`config.mk`:
```
export PLATFORM = sky130hd
export DESIGN_NAME = nibble_packer_flat
export DESIGN_NICKNAME = d
export VERILOG_FILES = /design/src/rtl/nibble_packer_if.sv /design/src/rtl/nibble_packer.sv /design/src/flat_wrapper.sv
export SDC_FILE = /design/constraint.sdc
export NUM_CORES = 1
export LEC_CHECK = 0
export CORE_ASPECT_RATIO = 1.75
export CORE_MARGIN = 1
export CORE_UTILIZATION = 37
export CTS_CLUSTER_DIAMETER = 150
export DETAILED_ROUTE_END_ITERATION = 12
export SETUP_SLACK_MARGIN = 0.05
export SLEW_MARGIN = 20
export SYNTH_ARGS = -nofsm -noshare
export SYNTH_HDL_FRONTEND = slang
export SYNTH_SLANG_ARGS = --single-unit
export TNS_END_PERCENT = 30
```
`constraint.sdc`:
```
create_clock -name clk -period 2.43 [get_ports clk]
set_input_delay 0.729 -clock clk [delete_from_list [all_inputs] [get_ports clk]]
set_output_delay 0.729 -clock clk [all_outputs]
set_load 0.02 [all_outputs]
```
`src/rtl/nibble_packer_if.sv`:
```
// nibble_packer_if
//   Bundles the upstream FIFO pop handshake and the downstream packed-word
//   handshake of the nibble packer into one interface.
//   Parameters: WIDTH (bits per lane), LANES (lanes per word), L2L (log2 LANES).
//   Signals:
//     fifo_pop_req  packer -> FIFO   pop request
//     fifo_pop_ack  FIFO -> packer   pop acknowledge (handshake = req && ack)
//     fifo_data     FIFO -> packer   read data, valid the cycle after a handshake
//     fifo_empty    FIFO -> packer   empty flag (only used by the flush timer)
//     out_data      packer -> sink   packed word, lane 0 in the LSBs
//     out_valid     packer -> sink   out_data/out_count valid
//     out_ready     sink -> packer   word accepted when valid && ready
//     out_count     packer -> sink   number of valid lanes, 1..LANES
//   Modports: master = packer side, slave = environment side.
interface nibble_packer_if #(
  parameter int WIDTH = 4,
  parameter int LANES = 4,
  parameter int L2L   = 2
);
  logic                   fifo_pop_req;
  logic                   fifo_pop_ack;
  logic [WIDTH-1:0]       fifo_data;
  logic                   fifo_empty;
  logic [WIDTH*LANES-1:0] out_data;
  logic                   out_valid;
  logic                   out_ready;
  logic [L2L:0]           out_count;

  modport master (
    output fifo_pop_req, out_data, out_valid, out_count,
    input  fifo_pop_ack, fifo_data, fifo_empty, out_ready
  );

  modport slave (
    input  fifo_pop_req, out_data, out_valid, out_count,
    output fifo_pop_ack, fifo_data, fifo_empty, out_ready
  );
endinterface

```
`src/rtl/nibble_packer.sv`:
```
// nibble_packer
//   Pops WIDTH-bit entries one at a time from an upstream FIFO and packs
//   LANES of them into one output word (lane 0 in the LSBs, filled first).
//   A three-state FSM (POP -> CAP -> ... -> SEND) keeps at most one pop
//   outstanding; the word is held stable in SEND until the sink takes it.
//   Ports:
//     clk     rising-edge clock
//     resetn  asynchronous active-low reset; discards any partial or pending word
//     bus     nibble_packer_if.master (FIFO pop handshake + packed-word handshake)
//   Optional feature (macro PACKER_FLUSH_EN): a partial word is flushed after
//   FLUSH_CYCLES consecutive empty cycles, with out_count giving the lane
//   count. Without the macro partial words wait and out_count is LANES.
module nibble_packer #(
  parameter int WIDTH        = 4,
  parameter int LANES        = 4,
  parameter int L2L          = 2,
  parameter int FLUSH_CYCLES = 7
) (
  input  logic            clk,
  input  logic            resetn,
  nibble_packer_if.master bus
);

  typedef enum logic [1:0] {
    ST_POP  = 2'd0,
    ST_CAP  = 2'd1,
    ST_SEND = 2'd2
  } state_t;

  localparam logic [L2L:0]           CNT_ZERO  = {(L2L+1){1'b0}};
  localparam logic [L2L:0]           CNT_ONE   = {{L2L{1'b0}}, 1'b1};
  localparam logic [L2L:0]           LAST_LANE = (L2L+1)'(LANES - 1);
  localparam logic [L2L:0]           FULL_CNT  = (L2L+1)'(LANES);
  localparam logic [WIDTH*LANES-1:0] DATA_ZERO = {(WIDTH*LANES){1'b0}};

  state_t                 state_r;
  state_t                 state_nxt_s;
  logic [L2L:0]           cnt_r;
  logic [WIDTH*LANES-1:0] lanes_r;
  logic                   pop_req_r;
  logic                   out_valid_r;
  logic [L2L:0]           out_count_r;
  logic                   pop_hs_s;
  logic                   flush_s;

  assign pop_hs_s = pop_req_r & bus.fifo_pop_ack;

`ifdef PACKER_FLUSH_EN
  localparam logic [7:0] FLUSH_LAST = 8'(FLUSH_CYCLES - 1);
  localparam logic [7:0] FLUSH_MAX  = 8'(FLUSH_CYCLES);

  logic [7:0] timer_r;
  logic       timer_run_s;

  // Empty cycles count only while a partial word waits for its next entry;
  // the flush fires on the FLUSH_CYCLES-th such cycle unless a pop lands.
  always_comb begin
    timer_run_s = (state_r == ST_POP) && (cnt_r != CNT_ZERO) &&
                  bus.fifo_empty && !pop_hs_s;
    flush_s     = timer_run_s && (timer_r == FLUSH_LAST);
  end

  // Saturating count of consecutive empty cycles, cleared by anything else
  always_ff @(posedge clk or negedge resetn) begin
    if (!resetn) begin
      timer_r <= 8'd0;
    end else if (!timer_run_s) begin
      timer_r <= 8'd0;
    end else if (timer_r != FLUSH_MAX) begin
      timer_r <= timer_r + 8'd1;
    end else begin
      timer_r <= timer_r;
    end
  end

  // Lane count latched on entry to SEND: full word from CAP, partial from a flush
  always_ff @(posedge clk or negedge resetn) begin
    if (!resetn) begin
      out_count_r <= CNT_ZERO;
    end else if ((state_r == ST_CAP) && (state_nxt_s == ST_SEND)) begin
      out_count_r <= FULL_CNT;
    end else if ((state_r == ST_POP) && (state_nxt_s == ST_SEND)) begin
      out_count_r <= cnt_r;
    end else begin
      out_count_r <= out_count_r;
    end
  end
`else
  logic [8:0] unused_flush_s;

  assign flush_s        = 1'b0;
  assign unused_flush_s = {bus.fifo_empty, 8'(FLUSH_CYCLES)};

  // Only full words are ever emitted; the count reads 0 only while in reset
  always_ff @(posedge clk or negedge resetn) begin
    if (!resetn) begin
      out_count_r <= CNT_ZERO;
    end else begin
      out_count_r <= FULL_CNT;
    end
  end
`endif

  // Next-state logic; a pop handshake outranks a flush in the same cycle
  always_comb begin
    state_nxt_s = state_r;
    case (state_r)
      ST_POP: begin
        if (pop_hs_s) begin
          state_nxt_s = ST_CAP;
        end else if (flush_s) begin
          state_nxt_s = ST_SEND;
        end else begin
          state_nxt_s = ST_POP;
        end
      end
      ST_CAP: begin
        if (cnt_r == LAST_LANE) begin
          state_nxt_s = ST_SEND;
        end else begin
          state_nxt_s = ST_POP;
        end
      end
      ST_SEND: begin
        if (bus.out_ready) begin
          state_nxt_s = ST_POP;
        end else begin
          state_nxt_s = ST_SEND;
        end
      end
      default: begin
        state_nxt_s = ST_POP;
      end
    endcase
  end

  // State register; req/valid are registered from the next state so they are
  // low in reset, req first rises on the edge after release, and valid never
  // follows out_ready combinationally.
  always_ff @(posedge clk or negedge resetn) begin
    if (!resetn) begin
      state_r     <= ST_POP;
      pop_req_r   <= 1'b0;
      out_valid_r <= 1'b0;
    end else begin
      state_r     <= state_nxt_s;
      pop_req_r   <= (state_nxt_s == ST_POP);
      out_valid_r <= (state_nxt_s == ST_SEND);
    end
  end

  // Datapath: one lane captured per CAP cycle, word cleared once accepted
  always_ff @(posedge clk or negedge resetn) begin
    if (!resetn) begin
      cnt_r   <= CNT_ZERO;
      lanes_r <= DATA_ZERO;
    end else begin
      case (state_r)
        ST_CAP: begin
          for (int i = 0; i < LANES; i++) begin
            if (cnt_r == (L2L+1)'(i)) begin
              lanes_r[i*WIDTH +: WIDTH] <= bus.fifo_data;
            end else begin
              lanes_r[i*WIDTH +: WIDTH] <= lanes_r[i*WIDTH +: WIDTH];
            end
          end
          cnt_r <= cnt_r + CNT_ONE;
        end
        ST_SEND: begin
          if (bus.out_ready) begin
            cnt_r   <= CNT_ZERO;
            lanes_r <= DATA_ZERO;
          end else begin
            cnt_r   <= cnt_r;
            lanes_r <= lanes_r;
          end
        end
        default: begin
          cnt_r   <= cnt_r;
          lanes_r <= lanes_r;
        end
      endcase
    end
  end

  assign bus.fifo_pop_req = pop_req_r;
  assign bus.out_valid    = out_valid_r;
  assign bus.out_data     = lanes_r;
  assign bus.out_count    = out_count_r;

endmodule

```
`src/flat_wrapper.sv`:
```
// flat-port wrapper written by rule: the top's interface ports become plain ports
module nibble_packer_flat 
#(
  parameter int WIDTH        = 4,
  parameter int LANES        = 4,
  parameter int L2L          = 2,
  parameter int FLUSH_CYCLES = 7
)
  (clk, resetn, bus_fifo_pop_req, bus_out_data, bus_out_valid, bus_out_count, bus_fifo_pop_ack, bus_fifo_data, bus_fifo_empty, bus_out_ready);
  nibble_packer_if #(.WIDTH(WIDTH), .LANES(LANES), .L2L(L2L)) bus_i ();
  input  logic clk;
  input  logic resetn;
  output wire logic [$bits(bus_i.fifo_pop_req)-1:0] bus_fifo_pop_req;
  output wire logic [$bits(bus_i.out_data)-1:0] bus_out_data;
  output wire logic [$bits(bus_i.out_valid)-1:0] bus_out_valid;
  output wire logic [$bits(bus_i.out_count)-1:0] bus_out_count;
  input wire logic [$bits(bus_i.fifo_pop_ack)-1:0] bus_fifo_pop_ack;
  input wire logic [$bits(bus_i.fifo_data)-1:0] bus_fifo_data;
  input wire logic [$bits(bus_i.fifo_empty)-1:0] bus_fifo_empty;
  input wire logic [$bits(bus_i.out_ready)-1:0] bus_out_ready;
  assign bus_fifo_pop_req = bus_i.fifo_pop_req;
  assign bus_out_data = bus_i.out_data;
  assign bus_out_valid = bus_i.out_valid;
  assign bus_out_count = bus_i.out_count;
  assign bus_i.fifo_pop_ack = bus_fifo_pop_ack;
  assign bus_i.fifo_data = bus_fifo_data;
  assign bus_i.fifo_empty = bus_fifo_empty;
  assign bus_i.out_ready = bus_out_ready;
  nibble_packer #(.WIDTH(WIDTH), .LANES(LANES), .L2L(L2L), .FLUSH_CYCLES(FLUSH_CYCLES)) u_core (.clk(clk), .resetn(resetn), .bus(bus_i));
endmodule
```
# ---- After elaboration in Yosys (flattened, before gate mapping)
# Index checks and enable logic that the tools add are counted.
dict set report totals {
  ff_bits 24
}
dict set report op_classes {
  n_addsub 1
  n_reduce_logical 9
  n_eq_ne 11
  n_mux 12
  bitwise_logic 1
}
# cell count
set ops {}
lappend ops {{$pmux W16 S2} 1}
lappend ops {{$mux W16} 1}
lappend ops {{$mux W4} 4}
lappend ops {{$reduce_and A3 Y1} 4}
lappend ops {{$ne A2 B1 Y1 const B} 4}
lappend ops {{$eq A3 B2 Y1 const B} 2}
lappend ops {{$pmux W2 S3} 1}
lappend ops {{$pmux W3 S2} 1}
lappend ops {{$eq A2 B2 Y1 const B} 2}
lappend ops {{$logic_not A2 Y1} 2}
lappend ops {{$mux W2} 2}
lappend ops {{$add A3 B1 Y3 const B} 1}
lappend ops {{$eq A3 B1 Y1 const B} 1}
lappend ops {{$logic_not A3 Y1} 1}
lappend ops {{$mux W3} 1}
lappend ops {{$eq A2 B1 Y1 const B} 1}
lappend ops {{$ne A2 B2 Y1 const B} 1}
lappend ops {{$reduce_and A2 Y1} 1}
lappend ops {{$reduce_bool A2 Y1} 1}
lappend ops {{$and A1 B1 Y1} 1}
lappend ops {{$mux W1} 1}

# ---- Longest topological paths before layout
# Gate-level depths: netlist of run 1.
dict set report depth {
  ltp_word 4
  mapped_depth 5
  mapped_depth_nobuf 5
}

# ---- Least setup slack after synthesis of run 1
# OpenSTA, ideal clock, no wires.
dict set report synth_timing {
  kind {in2reg}
  start {input port bus_out_ready}
  end {register u_core.lanes_r[0], in the netlist u_core.bus.out_data[0]}
  slack_ns 0.829
  required_ns 2.305
  path_stages 3
  arrival_ns 1.476
  path_buffers 0
  path_cell_list {and3b_1 a21oi_2 mux2_2}
}
dict set report synth_via {
  elab_chain_cells 2
}
# element line_no
set synth_lines {}
lappend synth_lines {{start, declared} flat_wrapper.sv:20} ;# input wire logic [$bits(bus_i.out_ready)-1:0] bus_out_ready;
lappend synth_lines {{$ne A2 B2 Y1 (no source line)} n/a}
lappend synth_lines {{$reduce_and A3 Y1 (no source line)} n/a}
lappend synth_lines {{end signal, assigned by index} nibble_packer.sv:162} ;# lanes_r[i*WIDTH +: WIDTH] <= bus.fifo_data;
lappend synth_lines {{end signal, assigned by index} nibble_packer.sv:164} ;# lanes_r[i*WIDTH +: WIDTH] <= lanes_r[i*WIDTH +: WIDTH];
lappend synth_lines {{end signal, assigned} nibble_packer.sv:175} ;# lanes_r <= lanes_r;
lappend synth_lines {{end, declared} nibble_packer.sv:39} ;# logic [WIDTH*LANES-1:0] lanes_r;
# No other way between the ends.
# A chain may end at the register's enable or synchronous reset.

# ---- Final worst setup path of run 1
dict set report layout_timing {
  start {register u_core.lanes_r[13], in the netlist u_core.bus.out_data[13]}
  end {output port bus_out_data[13]}
}
# element line_no
set layout_rtl {}
lappend layout_rtl {{end, declared} flat_wrapper.sv:14} ;# output wire logic [$bits(bus_i.out_data)-1:0] bus_out_data;
# No word-level cell between the ends.

==> results of run 1 <==
through the flow:
step / utilization (%) / setup WS (ns) / std cells / instance area, um2 / hold slack, ns
5_1_grt: 51.5 / 0.411 / 144 / 1420 / 0.532
4_1_cts: 51.5 / 0.440 / 144 / 1420 / 0.512
6_report: 51.5 / 0.455 / 144 / 1420 / 0.508
3_3_place_gp: 49.5 / 0.215 / 140 / 1360 / 0.486
3_5_place_dp: 49.5 / 0.205 / 140 / 1360 / 0.493
2_1_floorplan: - / 0.829 / 90 / 1080 / 0.433
final timing paths:
| check | end | startpoint | slack [ns] | cells after the start |
|---|---|---|---|---|
| setup reg to reg | u_core.bus.out_data[1] | u_core.state_r[0] | 0.83 | 3 |
| min in group asynchronous | u_core.bus.out_data[1] | resetn | 0.83 | 2 |
| max in group asynchronous | u_core.bus.out_data[15] | resetn | 1.37 | 2 |
| setup / recovery | bus_out_data[13] | u_core.bus.out_data[13] | 0.46 | 1 |
| hold reg to reg | u_core.bus.out_data[3] | u_core.bus.out_data[3] | 0.51 | 1 |
| hold / removal | u_core.bus.out_data[3] | u_core.bus.out_data[3] | 0.51 | 1 |
cell type report:
cell class	count	area (um2)
Timing Repair Buffer	27	268
Fill cell	258	1340
Multi-Input combinational cell	58	444
Sequential cell	24	601
Tap cell	27	33.8
Clock buffer	4	55.1
Inverter	4	15.0
state kept, by name, summed over array words and instances, names as in the netlist:
name                     count
u_core.bus.out_count         1
u_core.state_r               2
u_core.bus.out_data         16
u_core.cnt_r                 3
u_core.bus.fifo_pop_req      1
u_core.bus.out_valid         1
cells in the final DEF, fill, tap and decap left out, drive strengths merged:
master         netlist  final
and3b                1      1
clkdlybuf4s50        0     26
nor3                 1      1
nor2                 6      6
clkbuf               0      4
a221oi               1      1
a211oi               2      2
mux2                12     12
o22ai                4      4
nor2b                3      3
nand2b               1      1
nand3b               1      1
and2                 4      4
dfrtp               24     24
nor3b                1      1
o21ai                2      2
a21oi                9      9
ha                   5      5
conb                 2      3
buf                  4      1
inv                  4      4
nand2                2      2
power by group:
part	switching, mW	internal (mW)	leakage (nW)	total, mW
registers	0.125	0.562	0.298	0.687
clock network	0.122	0.144	0.0288	0.266
logic	0.395	0.429	0.302	0.824
cells in the mapped netlist, drive strengths merged:
library cell	number
a221oi	1
o21ai	2
inv	4
and2	4
nand3b	1
mux2	12
dfrtp	24
nor3b	1
nor2b	3
nor3	1
buf	4
and3b	1
nand2	2
o22ai	4
a211oi	2
nand2b	1
a21oi	9
conb	2
ha	5
nor2	6
cell families (layout without fill, tap and decap cells):
group                    count (synthesis)  in the layout  synth area share [%]
AND/OR/NAND/NOR                         20             20                  11.1
buffers and inverters                    8             35                  3.70
other                                    2              3                 0.695
adder cells (fa/ha/maj)                  5              5                  5.79
AO/OA/AOI/OAI                           18             18                  10.6
multiplexers                            12             12                  12.5
flip-flops                              24             24                  55.6
per-layer routing:
metal	part of all wire (%)	wire [um]	vias to the layer above
met5	0	0	-
met2	54	1100	17
met3	2.6	53	2
met1	42	850	352
li1	-	-	359
met4	1.1	22	0
==> summary.txt, run 1 <==
Outcome
  – Outcome: finished clean

Synthesis
  – Syn. warnings: 0
  – Register area share after synthesis: 55.6%
  – Syn Std Cell Area: 1080 um2
  – Syn_area_per_cell: 12.1 um2
  – #FFs+latches synth: 24
  – Synth Instances: 89
  – Synth top area cells: dfrtp_1 56%, mux2_2 12%, ha_1 5.8%, a21oi_1 2.8%, a21oi_2 2.4%
  – Largest area contributor in the netlist: dfrtp_1
  – Synth top area share: 55.6%
  – Synth unique cells: 22

Worst hold path
  – HP Class: flip-flop to flip-flop

Global routing
  – GRT met3 Usage: 1.47%
  – Grt ovf: 0
  – Number of global-route vias before repair: 780
  – Met1 Usage GRT: 16.6%
  – Largest net degree at the start of global routing: 25
  – Total GRT Usage: 14.3%
  – First-pass GRT wire length: 3390 um
  – M2 GR Usage: 25.9%
  – Initial antenna violation count: 0
  – Layer with the highest usage: met2

Finish
  – Final Net Count: 132
  – Layout cells sized above 1: 17.9%
  – Antenna cells: 0
  – Layout area overhead: 31.0%

Power and ir drop
  – Total power: 1.78 mW
  – Leakage power: 0.629 nW
  – Power per cell area: 1250 nW/um2
  – VDD IR max: 0.511 mV

Die
  – # rows: 25
  – DIE HEIGHT: 73.5 um
  – Top-Level Pins: 30
  – Die W: 42.9 um
  – Starting Density: 39.3%
  – Core Box Area: 2750 um2
  – DIE AREA: 3150 um2

Timing
  – Max Clock Freq: 0.506 GHz
  – RSZ-0062 raised after global routing: false
  – Post-route minimum period: 1.97 ns
  – Final Cycle Share: 81.3%
  – TNS Setup: 0 ns
  – Max Slew Vio Count: 0
  – Clock skew: 0.00405 ns
  – Hold Vio Cnt, Final: 0
  – Final setup viols: 0

Routing
  – Number of vias per cell: 5.07
  – WL final: 2030 um
  – Initial drt markers: 15
  – DR DRC count: 0
  – DRT Pass-1 Iters: 2
  – Routed via count: 730
  – Detail Route Antenna Nets: 0
  – Drt wl/cell: 14.1 um

Clock network
  – Post-CTS Resized: 0
  – Total setup buffers inserted after CTS: 0
  – Worst-path clk slew: 0.08 ns
  – Cts hold-fix bufs: 0
  – Clk root buf: clkbuf_8
  – Clock Latency Late Sink: 0.26 ns
  – Clock tree buffer depth: 2
  – Htree depth: 1
  – Total clock sinks: 24
  – Number of buffers created by CTS: 3
  – CTS tree: done

Critical path
  – Critical Path End Type: output port
  – CP Cell Sequence: clkdlybuf4s50_1
  – Crit-path max FO: 3
  – CP Data Required Time: 1.70 ns
  – Max stage delay on crit path: 0.61 ns
  – Crit Path Class: flip-flop to output port
  – CP top delay family: buffers and inverters
  – Slowest stage cell, crit path: clkdlybuf4s50_1
  – WP buf/inv: 1
  – CP arrival: 1.25 ns
  – Worst Setup Start Kind: flip-flop

Placed design
  – Port-buffer cells: 26
  – Gpl congestion: 0.756
  – Final HPWL DP: 1530 um

Job
  – Max-cap viol count: 0
(Power assumes the default switching activity.)
==> run 2, diff against run 1 <==
clock period = 1.9 ns   (was 2.43 ns; I/O delays follow)
==> run 2 against run 1 <==
  * Wire length shrank 0.30%
  * Register-to-register slack lost 0.49 ns
  * Design area grew 0.26%
  * Largest cell class unchanged
  * Clock power grew 10%
  * Setup slack lost 0.37 ns
  * Via count grew 2.9%
  * Non-clock buffer count grew 2
  * Combinational power grew 30%
  * Global-route usage grew 0.53 points
  * Critical path depth is the same
  * Die area is the same
  * Utilization grew 0.14 points
==> summary.txt, run 2 (same netlist as run 1, synthesis figures left out) <==
Finish
  – Final Net Count: 134 (+1.5%)
  – Post-route insts no fill: 145 (+0.69%)
  – Layout cells sized above 1: 18.6% (+0.70 points)
  – Commonest non-fill, non-tap cell in the layout: clkdlybuf4s50_1
  – Antenna cells: 0 (unchanged)
  – Largest register FFs: 16 (unchanged)
  – Layout area overhead: 31.4%
  – Most frequent cells in the layout: 25 x clkdlybuf4s50_1, 24 x dfrtp_1, 12 x mux2_2, 6 x nor2_1, 6 x a21oi_1

Global routing
  – Largest net degree at the start of global routing: 25 (unchanged)
  – Initial antenna violation count: 0 (unchanged)
  – Grt ovf: 0 (unchanged)
  – Total GRT Usage: 14.8% (+0.53 points)
  – First-pass GRT wire length: 3410 um (+0.41%)
  – Number of global-route vias before repair: 756 (-3.1%)

Clock network
  – Number of buffers created by CTS: 3 (unchanged)
  – Worst-path clk slew: 0.08 ns (about the same)
  – Clock Latency Late Sink: 0.26 ns (about the same)
  – Total clock sinks: 24 (unchanged)
  – Htree depth: 1 (unchanged)
  – CTS tree: done
  – Clk root buf: clkbuf_8
  – Clock tree buffer depth: 2 (unchanged)
  – Cts hold-fix bufs: 0 (unchanged)

Routing
  – Drt wl/cell: 13.9 um (-0.98%)
  – Routed via count: 751 (+2.9%)
  – DR DRC count: 0 (unchanged)
  – Number of vias per cell: 5.18 (+2.2%)
  – Initial drt markers: 7 (-8)
  – DRT Pass-1 Iters: 4 (+2)
  – WL final: 2020 um (-0.30%)
  – Detail Route Antenna Nets: 0 (unchanged)

Placed design
  – Placed Cells: 142 (+1.4%)
  – Final HPWL DP: 1560 um (+1.6%)
  – Port-buffer cells: 26 (unchanged)
  – Worst slack, placed: -0.141 ns (-0.346 ns)
  – Gpl congestion: 0.763 (+0.89%)

Critical path
  – Max stage delay on crit path: 0.61 ns (about the same)
  – WP buf/inv: 1 (unchanged)
  – Reg-to-reg slack, setup: 0.34 ns (-0.49 ns)
  – CP Cell Sequence: clkdlybuf4s50_1
  – Beginning of the worst register-to-register path: u_core.state_r[1]
  – Worst Reg-to-Reg Cells: 3 (unchanged)
  – Crit-path max FO: 3 (unchanged)
  – Slowest stage cell, crit path: clkdlybuf4s50_1
  – Critical Path Stages: 1 (unchanged)
  – RR Endpoint: u_core.bus.out_data[10]
  – CP arrival: 1.24 ns (about the same)
  – CP top delay family: buffers and inverters
  – Critical Path End Type: output port
  – Crit Path Class: flip-flop to output port
  – Worst Setup Start Kind: flip-flop
  – CP Data Required Time: 1.33 ns (-0.37 ns)

Worst hold path
  – Hold depth: 1 (unchanged)
  – HP Class: flip-flop to flip-flop
  – Worst hold endpoint: u_core.bus.out_data[9]
  – Min-delay src: u_core.bus.out_data[9]

Timing
  – Max Slew Vio Count: 0 (unchanged)
  – Max Clock Freq: 0.551 GHz
  – Setup ws final: 0.0861 ns (-0.369 ns)
  – Clock skew: 0.00263 ns (-0.00142 ns)
  – Final setup viols: 0 (unchanged)
  – Hold Vio Cnt, Final: 0 (unchanged)
  – Post-route minimum period: 1.81 ns
  – Final Cycle Share: 95.5%
  – TNS Setup: 0 ns (unchanged)
  – RSZ-0062 raised after global routing: true

Die
  – Core Box Area: 2750 um2 (unchanged)
  – Die W: 42.9 um (unchanged)
  – DIE HEIGHT: 73.5 um (unchanged)
  – Starting Density: 39.3% (unchanged)
  – DIE AREA: 3150 um2 (unchanged)
  – # rows: 25 (unchanged)
  – Top-Level Pins: 30 (unchanged)

Outcome
  – Outcome: finished clean

Job
  – Max-cap viol count: 0 (unchanged)

Power and ir drop
  – VDD IR max: 0.837 mV (+64%)
  – Leakage power: 0.643 nW (+2.3%)
  – Total power: 2.23 mW (+26%)
  – Power per cell area: 1570 nW/um2 (+25%)
## run 2: cell types whose count changed in the layout (fill, tap and decap cells not counted), sizes merged
cell           before  now
buf                 1    3
clkdlybuf4s50      26   25
dlymetal6s2s        0    1
clkbuf              4    3
## run 2: area by class of cell
cell class,count,area (um2)
Clock buffer,3,41.3
Fill cell,272,1330
Inverter,4,15.0
Multi-Input combinational cell,58,444
Sequential cell,24,601
Tap cell,27,33.8
Timing Repair Buffer,29,285
## run 2: how the worst max path moves through the flow
stage                     slack [ns]                    start                endpoint
after floorplan                 0.46            bus_out_ready  u_core.bus.out_data[0]
after global placement         -0.11            bus_out_ready  u_core.bus.out_data[2]
after detailed placement       -0.14            bus_out_ready  u_core.bus.out_data[9]
after CTS                       0.07  u_core.bus.out_data[13]        bus_out_data[13]
after global routing            0.05  u_core.bus.out_data[15]        bus_out_data[15]
final                           0.09  u_core.bus.out_data[13]        bus_out_data[13]
## run 2: report_power, final
part	leakage [nW]	internal (mW)	switching, mW
sequential	0.298	0.719	0.150
clock	0.0216	0.142	0.151
combinational	0.323	0.556	0.515
total	0.643	1.42	0.816
## run 2: through the flow
stage	hold slack [ns]	utilization [%]	instance area (um2)
6_report	0.508	51.6	1420
4_1_cts	0.511	51.5	1420
2_1_floorplan	0.274	-	1080
5_1_grt	0.526	51.6	1420
3_3_place_gp	0.487	50.0	1380
3_5_place_dp	0.492	50.0	1380
## run 2: repair_timing
item | in CTS | in global routing
buffers inserted | 0 | 0
setup endpoints to repair | 0 | 3
gates resized for setup | 0 | 1
## run 2: routing by layer
layer / wire length [um] / up-vias / global-route usage [%]
li1: - / 365 / -
met3: 71 / 4 / 1.47
met1: 798 / 359 / 15.8
met4: 59 / 0 / 11.5
met2: 1090 / 23 / 25.9
met5: 0 / - / 0
